`config.mk`:
```
export PLATFORM = sky130hd
export DESIGN_NAME = item_price_table
export DESIGN_NICKNAME = d
export VERILOG_FILES = /design/src/rtl/item_price_table.sv
export SDC_FILE = /design/constraint.sdc
export NUM_CORES = 1
export LEC_CHECK = 0
export ABC_AREA = 1
export CELL_PAD_IN_SITES_DETAIL_PLACEMENT = 1
export CELL_PAD_IN_SITES_GLOBAL_PLACEMENT = 2
export CORE_ASPECT_RATIO = 0.8
export CORE_MARGIN = 3
export CORE_UTILIZATION = 31
export CTS_CLUSTER_DIAMETER = 30
export DETAILED_ROUTE_END_ITERATION = 10
export MAX_ROUTING_LAYER = met4
export PLACE_DENSITY_LB_ADDON = 0.1
export SETUP_SLACK_MARGIN = 0.05
export SYNTH_ARGS = -nofsm -noshare
export SYNTH_HDL_FRONTEND = slang
export SYNTH_SLANG_ARGS = --single-unit
```
`constraint.sdc`:
```
create_clock -name Clock -period 3.5 [get_ports Clock]
set_input_delay 1.05 -clock Clock [delete_from_list [all_inputs] [get_ports Clock]]
set_output_delay 1.05 -clock Clock [all_outputs]
set_load 0.05 [all_outputs]
```
`src/rtl/item_price_table.sv`:
```
// Registered item price table with one-cycle lookup, credit comparison and change computation.
// Same-cycle write and lookup of one entry returns the incoming price (write-first).
module item_price_table #(
   parameter int                 NUM_ITEMS     = 8,
   parameter int                 SEL_W         = 3,
   parameter int                 PRICE_W       = 8,
   parameter logic [PRICE_W-1:0] DEFAULT_PRICE = 8'd100
) (
   input  logic               Clock,
   input  logic               Resetn,
   input  logic               wr_en,
   input  logic [SEL_W-1:0]   wr_item,
   input  logic [PRICE_W-1:0] wr_price,
   input  logic               sel_valid,
   input  logic [SEL_W-1:0]   sel,
   input  logic [PRICE_W-1:0] credit,
   output logic [PRICE_W-1:0] price,
   output logic               price_valid,
   output logic               sel_err,
   output logic               enough,
   output logic [PRICE_W-1:0] change,
   output logic               wr_err
);

   logic [PRICE_W-1:0] table_q [NUM_ITEMS];

   logic [PRICE_W-1:0] price_q, price_d;
   logic [PRICE_W-1:0] change_q, change_d;
   logic               price_valid_q, price_valid_d;
   logic               sel_err_q, sel_err_d;
   logic               enough_q, enough_d;
   logic               wr_err_q, wr_err_d;

   logic               wr_ok;
   logic               sel_ok;
   logic [PRICE_W-1:0] lk_price;

   always_comb begin
      wr_ok    = wr_en && (32'(wr_item) < 32'(NUM_ITEMS));
      sel_ok   = 32'(sel) < 32'(NUM_ITEMS);
      lk_price = '0;
      if (sel_ok) begin
         // Bypass so a lookup racing a write to the same entry sees the new price.
         if (wr_ok && (wr_item == sel)) lk_price = wr_price;
         else                           lk_price = table_q[sel];
      end

      price_d       = price_q;
      sel_err_d     = sel_err_q;
      enough_d      = enough_q;
      change_d      = change_q;
      price_valid_d = sel_valid;
      wr_err_d      = wr_en && !wr_ok;
      if (sel_valid) begin
         price_d   = lk_price;
         sel_err_d = !sel_ok;
         enough_d  = sel_ok && (credit >= lk_price);
         change_d  = enough_d ? (credit - lk_price) : '0;
      end
   end

   always_ff @(posedge Clock or negedge Resetn) begin
      if (!Resetn) begin
         for (int i = 0; i < NUM_ITEMS; i++) table_q[i] <= DEFAULT_PRICE;
         price_q       <= '0;
         change_q      <= '0;
         price_valid_q <= 1'b0;
         sel_err_q     <= 1'b0;
         enough_q      <= 1'b0;
         wr_err_q      <= 1'b0;
      end else begin
         if (wr_ok) table_q[wr_item] <= wr_price;
         price_q       <= price_d;
         change_q      <= change_d;
         price_valid_q <= price_valid_d;
         sel_err_q     <= sel_err_d;
         enough_q      <= enough_d;
         wr_err_q      <= wr_err_d;
      end
   end

   assign price       = price_q;
   assign change      = change_q;
   assign price_valid = price_valid_q;
   assign sel_err     = sel_err_q;
   assign enough      = enough_q;
   assign wr_err      = wr_err_q;

endmodule

```
==> impl_metrics.yaml, run 1 <==
run_status:
  status: "complete, no violations"
placed_design:
  place_inst: 744
  dp_hpwl_um: 9387
  port_buffers: 43
  gp_congestion: 0.8795
route:
  routed_wl_um: 13390
  antenna_left: 0
  first_pass_iters: 4
  avgViaCountPerCell: 4.849
  num_vias: 3705
  route.detailed.drc: 0
  wire_per_inst_um: 17.53
  drt_iter0_drc: 180
setup_path:
  path_max_fanout: 5
  reg2reg_depth: 16
  required_ns: 3.73
  end_kind: "flop"
  reg2reg_setup_slack_ns: 1.16
  r2r_start: "table_q[42]"
  crit_type: "in -> reg"
  critPathLaunchType: "input port"
  cp.arrival_ns: 3.49
  r2r-end: "change[7]"
sta:
  setup_violations: 0
  maxSlewHeadroom_pct: 50.42
  slew_viol_final: 0
  fin_crit_sh_pct: 93.27
  skew_ns: 0.007465
  max_freq_ghz: 0.3063
  layout_min_cycle_time_ns: 3.264
  finalHoldViolCount: 0
  tightest_slew_ns: 0.7419
  rsz0062_at_grt: "false"
pwr:
  vdd_ir_drop_max_v: 0.0002466
  p_per_area_nw_per_um2: 587.6
  leakage_uw: 0.002598
  power.total_uw: 3228
yosys:
  post-synth-top-area-cell: "dfrtp_1"
  avgSynthCellArea_um2: 8.135
  ys_types: 34
  netlist_instances: 500
  synth.cell_area_um2: 4068
  synth_seq_cells: 82
  synth_top_cell_area_share_pct: 35.68
  yosys_warnings: 0
  yosysSeqAreaShare_pct: 51.18
  ys_top_cells_by_area: "dfrtp_1, dfstp_2, o21ai_0"
cts:
  cts.clk_slew.worst_paths_ns: 0.06
  clock-root-buffer: "clkbuf_16"
  cts_tree: "done"
  max-clock-path-buffers: 2
  clock_latency_ns: 0.34
  cts_made_buffers: 9
  htree_levels: 3
  clkSinkCount: 82
finish:
  area_delta_synth_final_pct: 35.07
  fin_cells: 764
  fillCellCount: 1498
  num_antenna_cells: 0
  seqCellArea_um2: 2082
  layout_common_cells: "nand2_1, o21ai_0, dfrtp_1"
  drive_gt1_share_pct: 20.74
  final_common_cell: "nand2_1"
  multiInputGateArea_um2: 1795
  nNetsFinal: 622
job:
  cap_violations: 0
grt:
  grt_overflow_total: 0
  grt_util_all_layers_pct: 20.10
  grt_pass1_vias: 3925
  grt_max_degree: 50
  grt_pass1_wl_um: 21860
  antenna_found_initial: 0
worst_hold_path:
  hold-path-cell-count: 2
  holdCritPathClass: "reg -> reg"
  min-delay-start: "table_q[12]"
  hold-path-endpoint: "table_q[12]"
floorplanning:
  design.core.area_um2: 12480
  initial_core_util_pct: 32.60
  rows: 36
  die_w_um: 134.1
  fp.dieArea_um2: 14540
  die_h_um: 108.5
  io_pins: 46
==> kinds of logic (layout without fill, tap and decap cells) <==
| kind of cell | Yosys count | after routing | synth area share, % |
|---|---|---|---|
| AO/OA/AOI/OAI | 138 | 138 | 18.46 |
| XOR/XNOR | 3 | 3 | 0.6461 |
| adder cells (fa/ha/maj) | 8 | 8 | 2.461 |
| buffers and inverters | 66 | 158 | 6.551 |
| flip-flops | 82 | 82 | 51.18 |
| other | 1 | 2 | 0.09219 |
| AND/OR/NAND/NOR | 202 | 202 | 20.61 |
==> cell type report <==
cell class | count | area share, %
multi-input combinational | 353 | 32.68
clock buffer | 10 | 4.168
tap | 171 | 3.894
timing repair buffer | 99 | 16.76
sequential | 82 | 37.90
inverter | 43 | 2.938
clock inverter | 6 | 1.662
==> flip-flops by register name, summed over array words and instances (netlist names) <==
name	flops
price_valid	1
enough	1
change	8
price	8
table_q	64
==> stage by stage <==
| step | util [%] | worst slack [ns] | hold WS [ns] | TNS (ns) | area [um^2] |
|---|---|---|---|---|---|
| 5_1_grt | 44.03 | 0.05497 | 0.5105 | 0 | 5494 |
| 2_1_floorplan | - | 0.2148 | 0.4478 | 0 | 4071 |
| 3_5_place_dp | 40.40 | -0.4450 | 0.4682 | -3.552 | 5041 |
| 3_3_place_gp | 40.40 | -0.4039 | 0.4618 | -3.319 | 5041 |
| 4_1_cts | 43.55 | 0.06582 | 0.4839 | 0 | 5434 |
| 6_report | 44.03 | 0.2356 | 0.4834 | 0 | 5494 |
==> routing by layer <==
| metal | part of all wire [%] | global-route usage, % | vias up |
|---|---|---|---|
| li1 | - | - | 1830 |
| met3 | 3.7 | 3.907 | 6 |
| met2 | 45 | 30.75 | 61 |
| met4 | 0.43 | 4.142 | 0 |
| met5 | 0 | - | - |
| met1 | 50 | 28.05 | 1808 |
==> how the worst max path moves through the flow <==
stage / from / to / cells past startpoint
after floorplan: sel[0] / change[7] / 23
after global placement: sel[0] / change[2] / 14
after detailed placement: sel[0] / change[2] / 14
after CTS: sel[1] / change[1] / 16
after global routing: sel[0] / change[7] / 19
final: wr_en / change[7] / 16
==> where the power goes <==
group / internal [uW] / leakage, uW / switching (uW)
clock network: 629 / 0.000157 / 400
registers: 1170 / 0.000976 / 98.8
logic: 375 / 0.00147 / 556
==> cell usage after synthesis (all sizes together) <==
library cell / n
buf: 7
inv: 43
o211ai: 3
o21ai: 102
nand3: 18
nor3: 3
xnor2: 2
nand3b: 1
dfstp: 24
clkbuf: 16
conb: 1
nor2: 41
nand2: 135
o21bai: 3
a31oi: 1
a22oi: 1
xor2: 1
a21oi: 15
dfrtp: 58
o221ai: 8
ha: 8
nand4: 4
o21a: 1
o22ai: 4
==> critical path: stages <==
cell	delay [ns]
clkdlybuf4s50_1	0.48
nand2_1	0.09
nor2_4	0.14
nand2_4	0.10
buf_4	0.15
o21ai_1	0.20
inv_1	0.12
ha_1	0.33
a21oi_1	0.24
o21bai_1	0.10
a21oi_1	0.16
nand2_1	0.08
nand2_1	0.06
nand2_1	0.06
nand2_1	0.06
nand2_1	0.05
==> what timing repair did <==
item                       in CTS  in global routing
hold buffers                    0                  0
resized for setup              17                 10
setup endpoints to repair       9                  9
setup buffers                   1                  3
pin swaps                       2                  3
Power figures use the tool's default switching activity.
==> run 2: changes to the inputs <==
- SETUP_SLACK_MARGIN: 0.05 -> unset
==> run 2 against run 1 <==
  * Setup slack better by 0.039 ns
  * Clock-buffer cell count stayed put
  * Register-to-register slack worse by 0.06 ns
  * Clock skew is 0.0020 ns higher
  * Total power is 0.23% lower
  * First-iteration DRC count is 5.0% higher
==> impl_metrics.yaml, run 2 (same netlist as run 1, synthesis figures left out) <==
sta:
  finalHoldViolCount: 0
  rsz0062_at_grt: "false"
  layout_min_cycle_time_ns: 3.225
  tightest_slew_ns: 0.7343
  fin_crit_sh_pct: 92.15
  setup_violations: 0
  skew_ns: 0.009447
  maxSlewHeadroom_pct: 50.93
  max_freq_ghz: 0.3101
  setup_tns_ns: 0
  slew_viol_final: 0
grt:
  grt_util_all_layers_pct: 20.06
  antenna_found_initial: 0
  grt_pass1_vias: 3914
  grt_overflow_total: 0
  grt_pass1_wl_um: 21800
  grt_max_degree: 50
finish:
  top_register: "table_q"
  num_antenna_cells: 0
  drive_gt1_share_pct: 20.27
  layout_common_cells: "nand2_1, o21ai_0, dfrtp_1"
  area_delta_synth_final_pct: 34.70
  largest_reg_flops: 64
  fin_cells: 763
  final_common_cell: "nand2_1"
  nNetsFinal: 621
setup_path:
  worst_path_largest_cell_delay_ns: 0.48
  r2r_start: "table_q[53]"
  end_kind: "flop"
  cp_common_cell: "nand2_1"
  worst-path-buf-inv: 4
  reg2reg_setup_slack_ns: 1.10
  required_ns: 3.73
  crit_type: "in -> reg"
  critPathSlowestCell: "clkdlybuf4s50_1"
  cp.arrival_ns: 3.45
  worstPathCellList: "clkdlybuf4s50_1 > nand2_1 > nor2_4 > nand2_4 > buf_12 > o21ai_0 > inv_1 > ha_1 > a21oi_1 > o21bai_1 > a21oi_2 > nand3_2 > nand2_4 > inv_2 > nand2_1 > nand2_1"
  crit_start: "wr_en"
  critPathLaunchType: "input port"
  path_max_fanout: 9
  critPathTopFamily: "buffers and inverters"
worst_hold_path:
  holdCritPathClass: "reg -> reg"
  min-delay-start: "table_q[44]"
floorplanning:
  die_h_um: 108.5
  io_pins: 46
  design.core.area_um2: 12480
  rows: 36
  die_w_um: 134.1
  initial_core_util_pct: 32.60
  fp.dieArea_um2: 14540
cts:
  max-clock-path-buffers: 2
  cts_made_buffers: 9
  clkSinkCount: 82
  cts.clk_slew.worst_paths_ns: 0.06
  clock-root-buffer: "clkbuf_16"
  cts-hold-fix-buffers: 0
  clock_latency_ns: 0.34
  cts_tree: "done"
  htree_levels: 3
placed_design:
  dp_hpwl_um: 9387
  gp_congestion: 0.8795
  place_inst: 744
  port_buffers: 43
pwr:
  vdd_ir_drop_max_v: 0.0002464
  leakage_uw: 0.002604
  p_per_area_nw_per_um2: 587.8
route:
  dr_wl_met2_um: 6006
  antenna_left: 0
  wire_per_inst_um: 17.58
  wl_met3_um: 598
  routed_wl_um: 13420
  drt_iter0_drc: 189
  avgViaCountPerCell: 4.845
  wl_met1_um: 6689
  route.detailed.drc: 0
  num_vias: 3697
  topRoutingLayerUsed: "met4"
  first_pass_iters: 4
run_status:
  status: "complete, no violations"
job:
  cap_violations: 0
run 2: metrics by stage:
step                total power [uW]  worst slack [ns]  hold slack (ns)  utilization (%)  instance area (um^2)
detailed placement              2184           -0.4450           0.4682            40.40                  5041
CTS                             3239          0.006493           0.4839            43.13                  5381
global placement                2156           -0.4039           0.4618            40.40                  5041
floorplan                       1788            0.2148           0.4478                -                  4071
global route                    3421            0.1083           0.5105            43.91                  5479
finish                          3221            0.2749           0.4854            43.91                  5479
run 2: report_power, final:
group          total (uW)  switching (uW)  internal [uW]
clock network        1030             400            629
logic                 924             553            371
registers            1270            98.4           1170
total                3220            1050           2170
run 2: worst register-to-register path, cell delays in order (launching register included):
cell      delay [ns]
dfstp_2         0.54
o21ai_0         0.09
o221ai_1        0.20
nand3_1         0.09
o21ai_0         0.09
inv_1           0.09
ha_1            0.31
a21oi_1         0.18
o21bai_1        0.11
a21oi_2         0.16
nand3_2         0.11
nand2_4         0.14
inv_2           0.05
nand2_1         0.06
nand2_1         0.05
run 2: final timing paths:
path	to	cells past startpoint
worst max register to register	change[1]	14
min in group asynchronous	table_q[16]	1
worst min register to register	table_q[44]	2
worst max-delay path	change[1]	16
max in group asynchronous	table_q[22]	2
worst min-delay path	table_q[44]	2
run 2: what timing repair did:
item | in CTS | in global routing
buffers inserted | 1 | 2
setup endpoints to repair | 8 | 9
pin swaps | 1 | 4
gates resized for setup | 4 | 23
run 2: per-layer routing:
layer	GRT usage, %	vias up
met5	-	-
met4	4.288	0
met3	4.000	11
met2	30.46	70
met1	28.05	1790
li1	-	1826
run 2: cell type report:
| class | instances | area (um^2) |
|---|---|---|
| clock buffers | 10 | 229.0 |
| clock inverters | 6 | 91.34 |
| fillers | 1495 | 6998 |
| inverters | 43 | 161.4 |
| multi-input cells | 353 | 1777 |
| flip-flops and latches | 82 | 2082 |
| well taps | 171 | 214.0 |
| repair buffers | 98 | 924.6 |
==> RTL change 1, RTL diff (flow settings as in run 2) <==
Change the parameter `PRICE_W` from 8 to 12.
--- a/src/rtl/item_price_table.sv
+++ b/src/rtl/item_price_table.sv
@@ -3,7 +3,7 @@
 module item_price_table #(
    parameter int                 NUM_ITEMS     = 8,
    parameter int                 SEL_W         = 3,
-   parameter int                 PRICE_W       = 8,
+   parameter int                 PRICE_W       = 12,
    parameter logic [PRICE_W-1:0] DEFAULT_PRICE = 8'd100
 ) (
    input  logic               Clock,
Ports: changed (resized change, credit, price and wr_price); port bits go from 46 to 62. No check against the original RTL was run, so the function may have changed too.
==> RTL change 1 against run 2 <==
Clock power up 74%; combinational power rose by 53%; register-to-register slack got worse by 0.24 ns; total power increased by 58%; worst setup slack got worse by 0.089 ns; wire length up 58%; sequential share of layout area is 1.1 points lower; final cell count grew 52%; sequential cell count increased by 40; sequential power up 47%; design area increased by 53%; fmax is 2.7% lower; critical path depth increased by 3; area after synthesis rose by 51%.
==> RTL change 1: results (changes against run 2) <==
| Metric | Value |
|---|---|
| Number of logic inverters in the finished layout | 48 (+12%) |
| Post-CTS Resized | 22 (+18) |
| Grt met1 use | 31.2% (+3.2 points) |
| TritonRoute pass-1 iters | 5 (+1) |
| Net count, final | 933 (+50%) |
| FF+latch area | 0.00308 sq mm (+48%) |
| GR Util met3 | 4.11% (+0.11 points) |
| R2R depth | 16 (+2) |
| Worst path slowest cell | ha_1 |
| Share of layout cells above drive strength 1 | 22.5% (+2.2 points) |
| Cells after Synth | 751 (+50%) |
| Synth area leaders | dfrtp_1 (40%), nand2_1 (12%), o21ai_0 (11%) |
| Clock latency on the worst-skew pair | 0.43 ns (+0.09 ns) |
| WL per Instance | 18.3 um (+3.9%) |
| Cell Area, Placed | 0.00762 sq mm (+51%) |
| Leak Pwr | 0.00392 uW (+51%) |
| Largest net degree at the start of global routing | 47 (-6.0%) |
| Status | finished, final reports clean |
| NonClk Buf Share | 16.9% (+0.050 points) |
| CP Max Fanout | 8 (-1) |
| Multi-input logic area | 0.00277 sq mm (+56%) |
| Combinational Power Share | 27.8% (-0.9 points) |
| Placed insts | 1123 (+51%) |
| Fmax | 302 MHz (-2.7%) |
| CLK BUF | 20 (+10) |
| PortBufs | 59 (+37%) |
| Worst r2r src | table_q[66]$_DFFE_PN1P_ |
| Global-route wire length before repair | 34600 um (+59%) |
| Top cells by count, synth | nand2_1 (203), o21ai_0 (136), dfrtp_1 (98), nor2_1 (56), inv_1 (45) |
| DR vias/cell | 4.95 (+2.1%) |
| Vias in the first global route | 6128 (+57%) |
| Post-synth cell types | 39 (+15%) |
| Seq pwr | 1870 uW (+47%) |
| M2 GR Usage | 30.8% (+0.36 points) |
| Post-layout util | 43.5% (-0.37 points) |
| Critical path arrival | 3.66 ns (+0.21 ns) |
| Non-CTS buffers | 158 (+61%) |
| Dpl hpwl | 14700 um (+57%) |
| Initial DRC Count | 465 (+150%) |
| Met3 WL | 793 um (+33%) |
| Crit. Startpoint | sel[2] |
| Pre-CTS worst setup slack | -0.890 ns (-0.445 ns) |
| Worst slew pin tran | 0.606 ns (-0.128 ns) |
| Htree depth | 4 (+1) |
| GR Util All Layers | 21.4% (+1.3 points) |
| ClkCell Share | 7.02% (+1.2 points) |
| Max FFs per register | 96 (+50%) |
| CTS Buf Count | 17 (+8) |
| Non-Filler Instances | 1160 (+52%) |
| End point of the critical path | change[5]$_DFFE_PN0P_ |
| Sequential fraction of the synthesis area | 50.3% (-0.92 points) |
| Worst vdd rail ir drop | 0.299 mV (+21%) |
-- RTL change 1: cell count changes in the layout (fill, tap and decap cells not counted), sizes merged, moves of 6 or more --
| cell | run 2 | this run |
|---|---|---|
| nand2 | 135 | 213 |
| o21ai | 102 | 150 |
| dfrtp | 58 | 98 |
| nor2 | 41 | 59 |
| nand3 | 18 | 42 |
| clkdlybuf4s50 | 36 | 51 |
| clkbuf | 10 | 23 |
| buf | 56 | 99 |
| o221ai | 8 | 14 |
-- RTL change 1: cell families (layout without fill, tap and decap cells) --
group,Yosys count,count (layout),synth area share [%]
compound gates,197,197,17.9
xor+xnor,6,6,0.857
fa+ha+maj,10,10,2.16
buf+inv,88,238,6.02
flops,122,122,50.3
other cells,1,2,0.0611
simple gates,327,327,22.7
-- RTL change 1: worst min-delay path: cells and delay by family, from the launching register on --
kind               cells  cell delay [ns]
and+or+nand+nor        1             0.05
DFF                    1             0.34
AOI/OAI and AO/OA      1             0.06
-- RTL change 1: how the worst min path moves through the flow --
stage / endpoint / cells after the start / slack, ns / from
6_report: table_q[71]$_DFFE_PN0P_ / 2 / 0.48 / table_q[71]$_DFFE_PN0P_
5_1_grt: table_q[18]$_DFFE_PN1P_ / 2 / 0.50 / table_q[18]$_DFFE_PN1P_
4_1_cts: table_q[83]$_DFFE_PN0P_ / 2 / 0.48 / table_q[83]$_DFFE_PN0P_
3_5_place_dp: table_q[83]$_DFFE_PN0P_ / 2 / 0.47 / table_q[83]$_DFFE_PN0P_
3_3_place_gp: table_q[82]$_DFFE_PN0P_ / 2 / 0.46 / table_q[82]$_DFFE_PN0P_
2_1_floorplan: table_q[13]$_DFFE_PN0P_ / 2 / 0.45 / table_q[13]$_DFFE_PN0P_
==> RTL change 2, RTL diff (config.mk and constraints of run 2) <==
Made on the original files. Make the reset (`Resetn`) synchronous in one clocked block.
--- a/src/rtl/item_price_table.sv
+++ b/src/rtl/item_price_table.sv
@@ -59,7 +59,7 @@
       end
    end
 
-   always_ff @(posedge Clock or negedge Resetn) begin
+   always_ff @(posedge Clock) begin
       if (!Resetn) begin
          for (int i = 0; i < NUM_ITEMS; i++) table_q[i] <= DEFAULT_PRICE;
          price_q       <= '0;
Formal check against the unedited RTL: differs if Resetn is asserted again (counterexample within 4 cycles, from zero or initial values and one cycle with Resetn low); with Resetn held inactive, the same outputs for 4 cycles.
==> RTL change 2 against run 2 <==
Worst setup slack better by 0.022 ns; total power down 17%; wire length down 4.7%; fmax up 0.69%; area after synthesis up 1.4%; count of clock-buffer cells in the layout up 3; sequential cell count unchanged; non-clock buffer count up 25; design area up 2.3%; critical endpoint is now change[4]$_SDFFE_PN0P_; clock power down 13%.
==> RTL change 2: results (changes against run 2) <==
| Metric | Value |
|---|---|
| Die W | 135 um (+0.67%) |
| Placed insts | 738 (-0.81%) |
| Fillers | 1561 (+4.4%) |
| Multi-input gates | 306 (-13%) |
| FF+latch area | 0.00228 sq mm (+9.6%) |
| Clk sinks | 82 (unchanged) |
| Crit path max-delay family | simple AND/OR/NAND/NOR gates |
| Cell Area, Placed | 0.00520 sq mm (+3.2%) |
| NonClk Buf Share | 18.7% (+1.8 points) |
| CP peak stage delay | 0.30 ns (-0.18 ns) |
| Post-CTS setup buffer count | 8 (+7) |
| Share of layout cells above drive strength 1 | 20.8% (+0.54 points) |
| Synth Area in Adders | 2.43% (-0.034 points) |
| Sequential fraction of the synthesis area | 55.3% (+4.1 points) |
| Non-CTS buffers | 123 (+26%) |
| Top cells by count, synth | nand2_1 (95), nor2_1 (84), edfxtp_1 (64), inv_1 (52), o21ai_0 (33) |
| Global-route wire length before repair | 20500 um (-6.0%) |
| Critical path arrival | 3.48 ns (+0.03 ns) |
| Status | finished, final reports clean |
| Worst path slowest cell | ha_1 |
| Number of flops mapped to enable cells by yosys | 64 (+64) |
| CP Max Fanout | 7 (-2) |
| Largest net degree at the start of global routing | 19 (-62%) |
| GR Util All Layers | 19.1% (-0.93 points) |
| Area Growth Syn to Fin | 35.9% |
| Pre-CTS worst setup slack | -0.718 ns (-0.273 ns) |
| WL per Instance | 16.7 um (-5.1%) |
| Async set-reset flop share out of synthesis | 0% (-100 points) |
| Non-Filler Instances | 766 (+0.39%) |
| ClkCell Share | 4.87% (-0.98 points) |
| Mapped Avg Cell Area | 8.78 sq um (+7.9%) |
| Worst vdd rail ir drop | 0.250 mV (+1.4%) |
| RD Place Congestion | 0.825 (-6.2%) |
| Met3 WL | 576 um (-3.7%) |
| Compound-Gate Fraction of Synth Area | 11.3% (-7.2 points) |
| Slew margin rel. | 66.0% (+15 points) |
| Layout Skew | 0.00552 ns (-0.00393 ns) |
| Multi-input logic area | 0.00154 sq mm (-14%) |
| CLK BUF | 13 (+3) |
| Post-CTS Resized | 10 (+6) |
| Initial DRC Count | 177 (-6.3%) |
| Number of logic inverters in the finished layout | 65 (+51%) |
| GR Util met3 | 4.11% (+0.11 points) |
| Routed metal-1 wirelength | 6430 um (-3.8%) |
| Vias in the first global route | 3801 (-2.9%) |
| WL met2 | 5590 um (-7.0%) |
| Synth area leaders | edfxtp_1 (47%), dfxtp_1 (8.7%), nand2_1 (8.6%) |
| Via count | 3622 (-2.0%) |
| M2 GR Usage | 27.9% (-2.6 points) |
| Leak Pwr | 0.00239 uW (-8.0%) |
-- RTL change 2: changes by cell type in the layout (fill, tap and decap cells not counted), moves of 12 or more --
cell	run 2	this run
o21ai_0	94	28
edfxtp_1	0	64
dfrtp_1	58	0
nor2_1	39	84
nand2_1	128	95
buf_4	49	77
dfstp_2	24	0
dfxtp_1	0	18
inv_1	38	50
-- RTL change 2: where the power goes --
group          switching (uW)  total (uW)  internal [uW]
Sequential               22.8        1140           1120
Clock                     379         899            520
Combinational             360         625            264
Total                     762        2660           1900
-- RTL change 2: worst paths after layout --
path	from	end	slack [ns]
worst max-delay path	sel[2]	change[4]$_SDFFE_PN0P_	0.30
worst min-delay path	change[0]$_SDFFE_PN0P_	change[0]$_SDFFE_PN0P_	0.46
worst max register to register	table_q[2][7]$_SDFFCE_PN0P_	change[4]$_SDFFE_PN0P_	1.07
worst min register to register	change[0]$_SDFFE_PN0P_	change[0]$_SDFFE_PN0P_	0.46
